**config.mk**
```make
export PLATFORM = sky130hd
export DESIGN_NAME = ram_bank_fifo_ctrl
export DESIGN_NICKNAME = d
export VERILOG_FILES = /design/src/rtl/ram_bank_fifo_ctrl.sv
export SDC_FILE = /design/constraint.sdc
export NUM_CORES = 1
export LEC_CHECK = 0
export ABC_AREA = 1
export ABC_CLOCK_PERIOD_IN_PS = 3200
export CORE_ASPECT_RATIO = 1.1
export CORE_MARGIN = 2
export CORE_UTILIZATION = 31
export DETAILED_ROUTE_END_ITERATION = 7
export PLACE_DENSITY = 0.69
export SKIP_CTS_REPAIR_TIMING = 1
export SYNTH_ARGS = -nofsm -noshare
export SYNTH_HDL_FRONTEND = slang
export SYNTH_SLANG_ARGS = --single-unit
export TNS_END_PERCENT = 20
```
**constraint.sdc**
```tcl
create_clock -name clk -period 3.2 [get_ports clk]
set_input_delay 0.64 -clock clk [delete_from_list [all_inputs] [get_ports clk]]
set_output_delay 0.64 -clock clk [all_outputs]
set_load 0.005 [all_outputs]
```
**src/rtl/ram_bank_fifo_ctrl.sv**
```systemverilog
// FIFO controller in front of a 1-cycle-read RAM bank, feeding a 2-entry output buffer.
// Define RAM_BANK_FIFO_STATUS_EN to add the level / almost_full status ports.
module ram_bank_fifo_ctrl #(
  parameter int ADDR_BIT   = 3,
  parameter int DATA_BIT   = 16,
  parameter int MEM_HEIGHT = 8,
  parameter int AF_THRESH  = 6
) (
  input  logic                clk,
  input  logic                rst,
  input  logic                in_valid,
  output logic                in_ready,
  input  logic [DATA_BIT-1:0] in_data,
  output logic                bank_en,
  output logic                bank_we,
  output logic [ADDR_BIT-1:0] bank_addr_w,
  output logic [DATA_BIT-1:0] bank_d_w,
  output logic                bank_re,
  output logic [ADDR_BIT-1:0] bank_addr_r,
  input  logic [DATA_BIT-1:0] bank_d_r,
  output logic                out_valid,
  input  logic                out_ready,
  output logic [DATA_BIT-1:0] out_data
`ifdef RAM_BANK_FIFO_STATUS_EN
  ,
  output logic [ADDR_BIT+1:0] level,
  output logic                almost_full
`endif
);

  localparam logic [ADDR_BIT-1:0] PTR_LAST = ADDR_BIT'(MEM_HEIGHT - 1);
  localparam logic [ADDR_BIT:0]   CNT_FULL = (ADDR_BIT+1)'(MEM_HEIGHT);

  logic [ADDR_BIT-1:0] r_wr_ptr, r_rd_ptr;
  logic [ADDR_BIT:0]   r_ram_cnt, w_ram_cnt_nxt;
  logic                r_rd_pend;
  logic [1:0]          r_ob_cnt, w_ob_rem, w_ob_cnt_nxt;
  logic [2:0]          w_ob_claim;
  logic [DATA_BIT-1:0] r_ob0, r_ob1;
  logic                w_push, w_pop, w_re;

  // Pointers wrap at the bank depth, which need not be a power of two.
  function automatic logic [ADDR_BIT-1:0] ptr_inc(input logic [ADDR_BIT-1:0] p);
    return (p == PTR_LAST) ? '0 : p + 1'b1;
  endfunction

  assign in_ready  = (r_ram_cnt != CNT_FULL);
  assign w_push    = in_valid & in_ready;
  assign out_valid = (r_ob_cnt != 2'd0);
  assign w_pop     = out_valid & out_ready;

  // A read may only be issued if its word is guaranteed a buffer slot on arrival.
  assign w_ob_claim    = {1'b0, r_ob_cnt} + {2'b00, r_rd_pend} - {2'b00, w_pop};
  assign w_re          = (r_ram_cnt != '0) && (w_ob_claim < 3'd2);
  assign w_ob_rem      = r_ob_cnt - {1'b0, w_pop};
  assign w_ob_cnt_nxt  = w_ob_rem + {1'b0, r_rd_pend};
  assign w_ram_cnt_nxt = r_ram_cnt + {{ADDR_BIT{1'b0}}, w_push} - {{ADDR_BIT{1'b0}}, w_re};

  assign bank_we     = w_push;
  assign bank_re     = w_re;
  assign bank_en     = w_push | w_re;
  assign bank_addr_w = r_wr_ptr;
  assign bank_addr_r = r_rd_ptr;
  assign bank_d_w    = in_data;
  assign out_data    = r_ob0;

  always_ff @(posedge clk or posedge rst) begin
    if (rst) begin
      r_wr_ptr  <= '0;
      r_rd_ptr  <= '0;
      r_ram_cnt <= '0;
      r_rd_pend <= 1'b0;
      r_ob_cnt  <= 2'd0;
    end else begin
      if (w_push) r_wr_ptr <= ptr_inc(r_wr_ptr);
      if (w_re)   r_rd_ptr <= ptr_inc(r_rd_ptr);
      r_ram_cnt <= w_ram_cnt_nxt;
      r_rd_pend <= w_re;
      r_ob_cnt  <= w_ob_cnt_nxt;
    end
  end

  // Returning bank data lands in the first slot left free after this cycle's pop.
  always_ff @(posedge clk or posedge rst) begin
    if (rst) begin
      r_ob0 <= '0;
      r_ob1 <= '0;
    end else begin
      if (r_rd_pend && (w_ob_rem == 2'd0)) r_ob0 <= bank_d_r;
      else if (w_pop)                      r_ob0 <= r_ob1;
      if (r_rd_pend && (w_ob_rem == 2'd1)) r_ob1 <= bank_d_r;
    end
  end

`ifdef RAM_BANK_FIFO_STATUS_EN
  logic [ADDR_BIT+1:0] r_level;

  always_ff @(posedge clk or posedge rst) begin
    if (rst) r_level <= '0;
    else     r_level <= {1'b0, w_ram_cnt_nxt} + {{(ADDR_BIT+1){1'b0}}, w_re}
                        + {{ADDR_BIT{1'b0}}, w_ob_cnt_nxt};
  end

  assign level       = r_level;
  assign almost_full = (r_level >= (ADDR_BIT+2)'(AF_THRESH));
`endif

endmodule
```
After elaboration in Yosys (flattened, before gate mapping) --
Cells that the tools add are included. W data, S select, Z words.
Operators by class: $add $sub $neg 8, order comparisons 1, equal/unequal tests 4, muxes and demuxes 4, bitwise gates (word level) 3, reduce and logical (&&, ||, !) cells 7
Operators by type and width (number):
- $mux W16 | 2
- $add A3 B1 Y3 const B | 2
- $eq A3 B3 Y1 const B | 2
- $mux W3 | 2
- $add A4 B1 Y4 | 1
- $ne A4 B4 Y1 const B | 1
- $reduce_bool A2 Y1 | 2
- $reduce_bool A4 Y1 | 1
- $sub A4 B1 Y4 | 1
- $add A2 B1 Y3 | 1
- $logic_and A1 B1 Y1 | 3
- $lt A3 B2 Y1 const B | 1
- $sub A3 B1 Y3 | 1
- $add A2 B1 Y2 | 1
- $and A1 B1 Y1 | 2
- $eq A2 B1 Y1 const B | 1
- $logic_not A2 Y1 | 1
- $sub A2 B1 Y2 | 1
- $or A1 B1 Y1 | 1
Word-level totals: flip-flop bits (word level) 45, bits of input ports 36, output and inout bits 43, logic and storage cells 34

Depth between registers and ports, before layout --
depth in word-level cells 6, mapped depth 19, gate-level depth less buffers 18

Worst setup path before layout --
No wires, ideal clock.
path type input port to flip-flop, from input out_ready, to register r_ram_cnt[2], setup time 0.123 ns, arrival time 3.193 ns, required time 3.077 ns, path slack -0.116 ns, stages 17, path buffers 1, cells stage by stage nand2_4 inv_2 ha_1 buf_6 inv_2 nand2_1 fa_1 inv_1 a21oi_2 nand3_1 inv_1 ha_1 inv_1 ha_1 inv_1 fa_1 xnor2_1
Between the ends: longest elaborated chain between the ends 5
Ends and longest elaborated chain:
- start: declaration | RTL line 22 | input logic out_ready,
- $and A1 B1 Y1 | RTL line 50 | assign w_pop = out_valid & out_ready;
- $sub A3 B1 Y3 | RTL line 53 | assign w_ob_claim = {1'b0, r_ob_cnt} + {2'b00, r_rd_pend} - {2'b00, w_pop};
- $lt A3 B2 Y1 | RTL line 54 | assign w_re = (r_ram_cnt != '0) && (w_ob_claim < 3'd2);
- $logic_and A1 B1 Y1 | RTL line 54
- via bank_re | RTL line 18 | output logic bank_re,
- $sub A4 B1 Y4 | RTL line 57 | assign w_ram_cnt_nxt = r_ram_cnt + {{ADDR_BIT{1'b0}}, w_push} - {{ADDR_BIT{1'b0}}, w_re};
- via w_ram_cnt_nxt[2] | RTL line 35 | logic [ADDR_BIT:0] r_ram_cnt, w_ram_cnt_nxt;
- end signal: assignment | RTL line 77 | r_ram_cnt <= w_ram_cnt_nxt;
- end: declaration | RTL line 35
The timed path passes the listed nets, and every way through them passes these cells. A chain may end at the register's enable or synchronous reset.

Worst setup path in the final report --
from register r_ob_cnt[1], to register r_ram_cnt[1]
Between the ends: longest elaborated chain between the ends 6, elaborated cells on any way between the ends 7
Ends and longest elaborated chain:
- start: declaration | RTL line 37 | logic [1:0] r_ob_cnt, w_ob_rem, w_ob_cnt_nxt;
- start signal: assignment | RTL line 79 | r_ob_cnt <= w_ob_cnt_nxt;
- parallel branches: the longest is 2 deep, another holds $add A2 B1 Y3
- $sub A3 B1 Y3 * | RTL line 53
- $lt A3 B2 Y1 * | RTL line 54
- $logic_and A1 B1 Y1 * | RTL line 54
- $sub A4 B1 Y4 * | RTL line 57
- via w_ram_cnt_nxt[1] | RTL line 35
Mark *: on every way through the listed nets, which the timed path passes.

==> impl_results.md <==
- Post-Place Cell Area: 2970 sq um
- Fill count: 784
- Clock group share of total power: 11.5%
- Diodes inserted: 0
- Layout Cell Area excl Fill: 3110 sq um
- Final nets: 379
- Syn_area_per_cell: 8.44 sq um
- H-tree levels: 2
- Register area share after synthesis: 45.8%
- Vias in the first global route: 1963
- Final Worst Setup Slack: 199 ps
- Startpoint types: flip-flop
- Clock Path Buffers: 2
- Buffers on Ports: 46
- Via count: 1958
- Int Pwr: 1.87 mW
- DRT Wirelength: 5.10 mm
- Final ANT Viol Nets: 0
- Reg-to-Reg Start: r_ob_cnt[1]
- Max incr delay on CP: 510 ps
- First-pass GRT wire length: 8.94 mm
- Reg2reg end: r_ram_cnt[1]
- Post-Layout Cell Count: 437
- Drt pass-1 iters: 4
- Core Rows: 34
- Unrepaired setup endpoints after global routing: false
- Final core occ: 39.9%
- Clock Skews: 12.0 ps
- Hold Startpoint: r_ob1[10]
- Crit. End Element: flip-flop
- Clk pin slew, worst setup/hold paths: 100 ps
- Status: complete, no violations
- Fin crit share: 93.8%
- Cell chain of the critical path: inv_4 > nand2_4 > nand2_8 > inv_4 > ha_4 > inv_4 > nand2_2 > fa_1 > inv_1 > a21oi_2 > nand3_2 > inv_2 > buf_4 > ha_4 > inv_2 > ha_4 > inv_2 > fa_2 > inv_1
- Net Switching: 1.33 mW
- CP max FO: 3
- DR iter-0 viols: 116
- Sequential share of power: 30.8%
- Fmax: 333 MHz
- Via density: 4.48
- Yosys Warn Count: 0
- Share of the synthesized area in the top cell type: 45.8%
- Syn Std Cell Area: 2460 sq um
- Mapped Cells: 291
- Starting Density: 31.6%
- LEAKAGE: 1.60 nW
- R2R cell count: 19
- Largest cells by area after synthesis: dfrtp_1 (46%), nand2_1 (14%), ha_1 (6.6%)
- Syn Nets: 342
- IO Count: 79
- Height of the die: 97.4 um
- Reg2Reg Setup Slack: 200 ps
- DRC Markers: 0
- TritonCTS Buffers: 5
- Clk Latency, worst-skew pair: 300 ps
- Placed wire-length estimate: 3.57 mm
- Hold path cells: 2
- Yosys reg bits: 45
- Worst Setup Path Type: reg -> reg
- Global-route usage over all layers: 13.0%
- Placed cell count: 427
- Arrival time worst endpoint: 3200 ps
- WL per Instance: 11.7 um
- Worst Hold Class: reg -> reg
- Distinct cells, synth: 22
- Slew margin rel.: 36.8%
- Setup WS pre-CTS: -482 ps
- Final setup violation count: 0
- Area of the die: 8660 sq um
- Initial antenna violation count: 0
- Layout cells sized above 1: 14.0%
- Core ar.: 7780 sq um
- Slew Limit Fails: 0
- Die Wd: 88.9 um
- MaxCap Viol Count: 0
- Final Hold Viols: 0
- Switch share: 41.5%
- VDD IR max: 595 uV
- Yosys top cell by area: dfrtp_1
- Worst slew pin tran: 947 ps
- Largest net degree at the start of global routing: 46
- Area grow syn2layout: 26.4%
- Worst Hold End: r_ob1[10]
- Crit path time final: 3000 ps
- Total grt overflow: 0
- Sink Count: 45
- PwrDens: 1030 nW/um^2
- Critical Path Slowest Stage Cell: fa_2
- RePlAce Congestion: 0.737
- Critical path required time: 3400 ps
- Root Buffer: clkbuf_8
- Setup TNS: 0 ps
- CTS tree: yes
- Comb power frac: 57.8%
## cells in the final DEF, fill, tap and decap left out, types with 2 or more instances in the layout
master / netlist / routed
nand2_1: 94 / 93
dfrtp_1: 45 / 44
clkdlybuf4s50_1: 0 / 43
inv_1: 30 / 26
nand3_1: 23 / 22
nand4_1: 19 / 19
o21ai_1: 16 / 16
buf_4: 17 / 13
ha_1: 13 / 10
inv_2: 7 / 8
clkbuf_8: 0 / 5
inv_4: 0 / 3
ha_4: 0 / 3
dlymetal6s2s_1: 0 / 3
nand3_2: 1 / 2
nand2_4: 2 / 2
xnor2_1: 2 / 2
nor2_1: 2 / 2
## flip-flops by register name (all words and copies together) (netlist names)
| signal | count |
|---|---|
| r_ob1 | 16 |
| bank_addr_w | 3 |
| r_ob_cnt | 2 |
| out_data | 16 |
| bank_addr_r | 3 |
| r_ram_cnt | 4 |
| r_rd_pend | 1 |
## how the worst max path moves through the flow
stage / start / to / slack, ps / depth (start not counted)
after global routing: r_ob_cnt[1] / r_ram_cnt[1] / 40 / 19
final: r_ob_cnt[1] / r_ram_cnt[1] / 200 / 19
after floorplan: out_ready / r_ram_cnt[1] / 0.4 / 17
after global placement: out_ready / bank_re / -460 / 12
after CTS: out_ready / bank_re / -500 / 12
after detailed placement: out_ready / bank_re / -480 / 12
## routing by layer
layer,share of wire (%),GRT usage [%],vias to the layer above
met2,50,21.6,53
met1,43,16.1,919
met5,0,0,-
met3,6.4,3.74,6
li1,-,-,980
met4,0.90,4.08,0
## power groups by stage
stage               clock network, mW  registers (mW)  logic [mW]
floorplan                           0           0.986        1.17
global placement                    0           0.992        1.73
detailed placement                  0           0.999        1.81
CTS                             0.381           0.989        1.81
global route                    0.407            1.01        2.12
finish                          0.368           0.984        1.85
## final cells by class
type / instances / area, sq um / share of cell area [%]
Tap cell: 108 / 135 / 4.35
Timing Repair Buffer: 59 / 566 / 18.2
Clock buffer: 5 / 68.8 / 2.22
Sequential cell: 45 / 1130 / 36.3
Inverter: 37 / 146 / 4.71
Clock inverter: 3 / 21.3 / 0.685
Multi-Input combinational cell: 180 / 1040 / 33.5
## critical path: cells and delay by family, from the launching register on
family	cells	cell delay, ps
adders and majority gates	5	1490
buffers and inverters	9	550
DFF	1	440
and+or+nand+nor	4	270
AOI/OAI and AO/OA	1	140
## synthesized netlist by cell type
| cell | instances |
|---|---|
| nand3_1 | 23 |
| buf_6 | 4 |
| or2_2 | 1 |
| fa_1 | 2 |
| nand2_2 | 1 |
| inv_1 | 30 |
| xor2_1 | 1 |
| inv_2 | 7 |
| nand4_1 | 19 |
| xnor2_1 | 2 |
| nand3_2 | 1 |
| ha_1 | 13 |
| nand2_4 | 2 |
| nand3_4 | 1 |
| buf_4 | 17 |
| nand2_1 | 94 |
| buf_2 | 8 |
| o21ai_0 | 1 |
| dfrtp_1 | 45 |
| a21oi_2 | 1 |
| nor2_1 | 2 |
| o21ai_1 | 16 |
## kinds of logic after synthesis
| kind of cell | Yosys count | share of synthesized area (%) |
|---|---|---|
| fa+ha+maj | 15 | 8.25 |
| xor+xnor | 3 | 1.07 |
| compound gates | 18 | 3.82 |
| simple gates | 144 | 26.7 |
| flops | 45 | 45.8 |
| buf+inv | 66 | 14.3 |
## stage by stage
step	hold slack, ps	power [mW]
floorplan	459	2.16
global placement	471	2.72
detailed placement	479	2.80
CTS	502	3.18
global route	534	3.55
finish	500	3.20
Note: power is estimated with default switching activity, not from simulation.
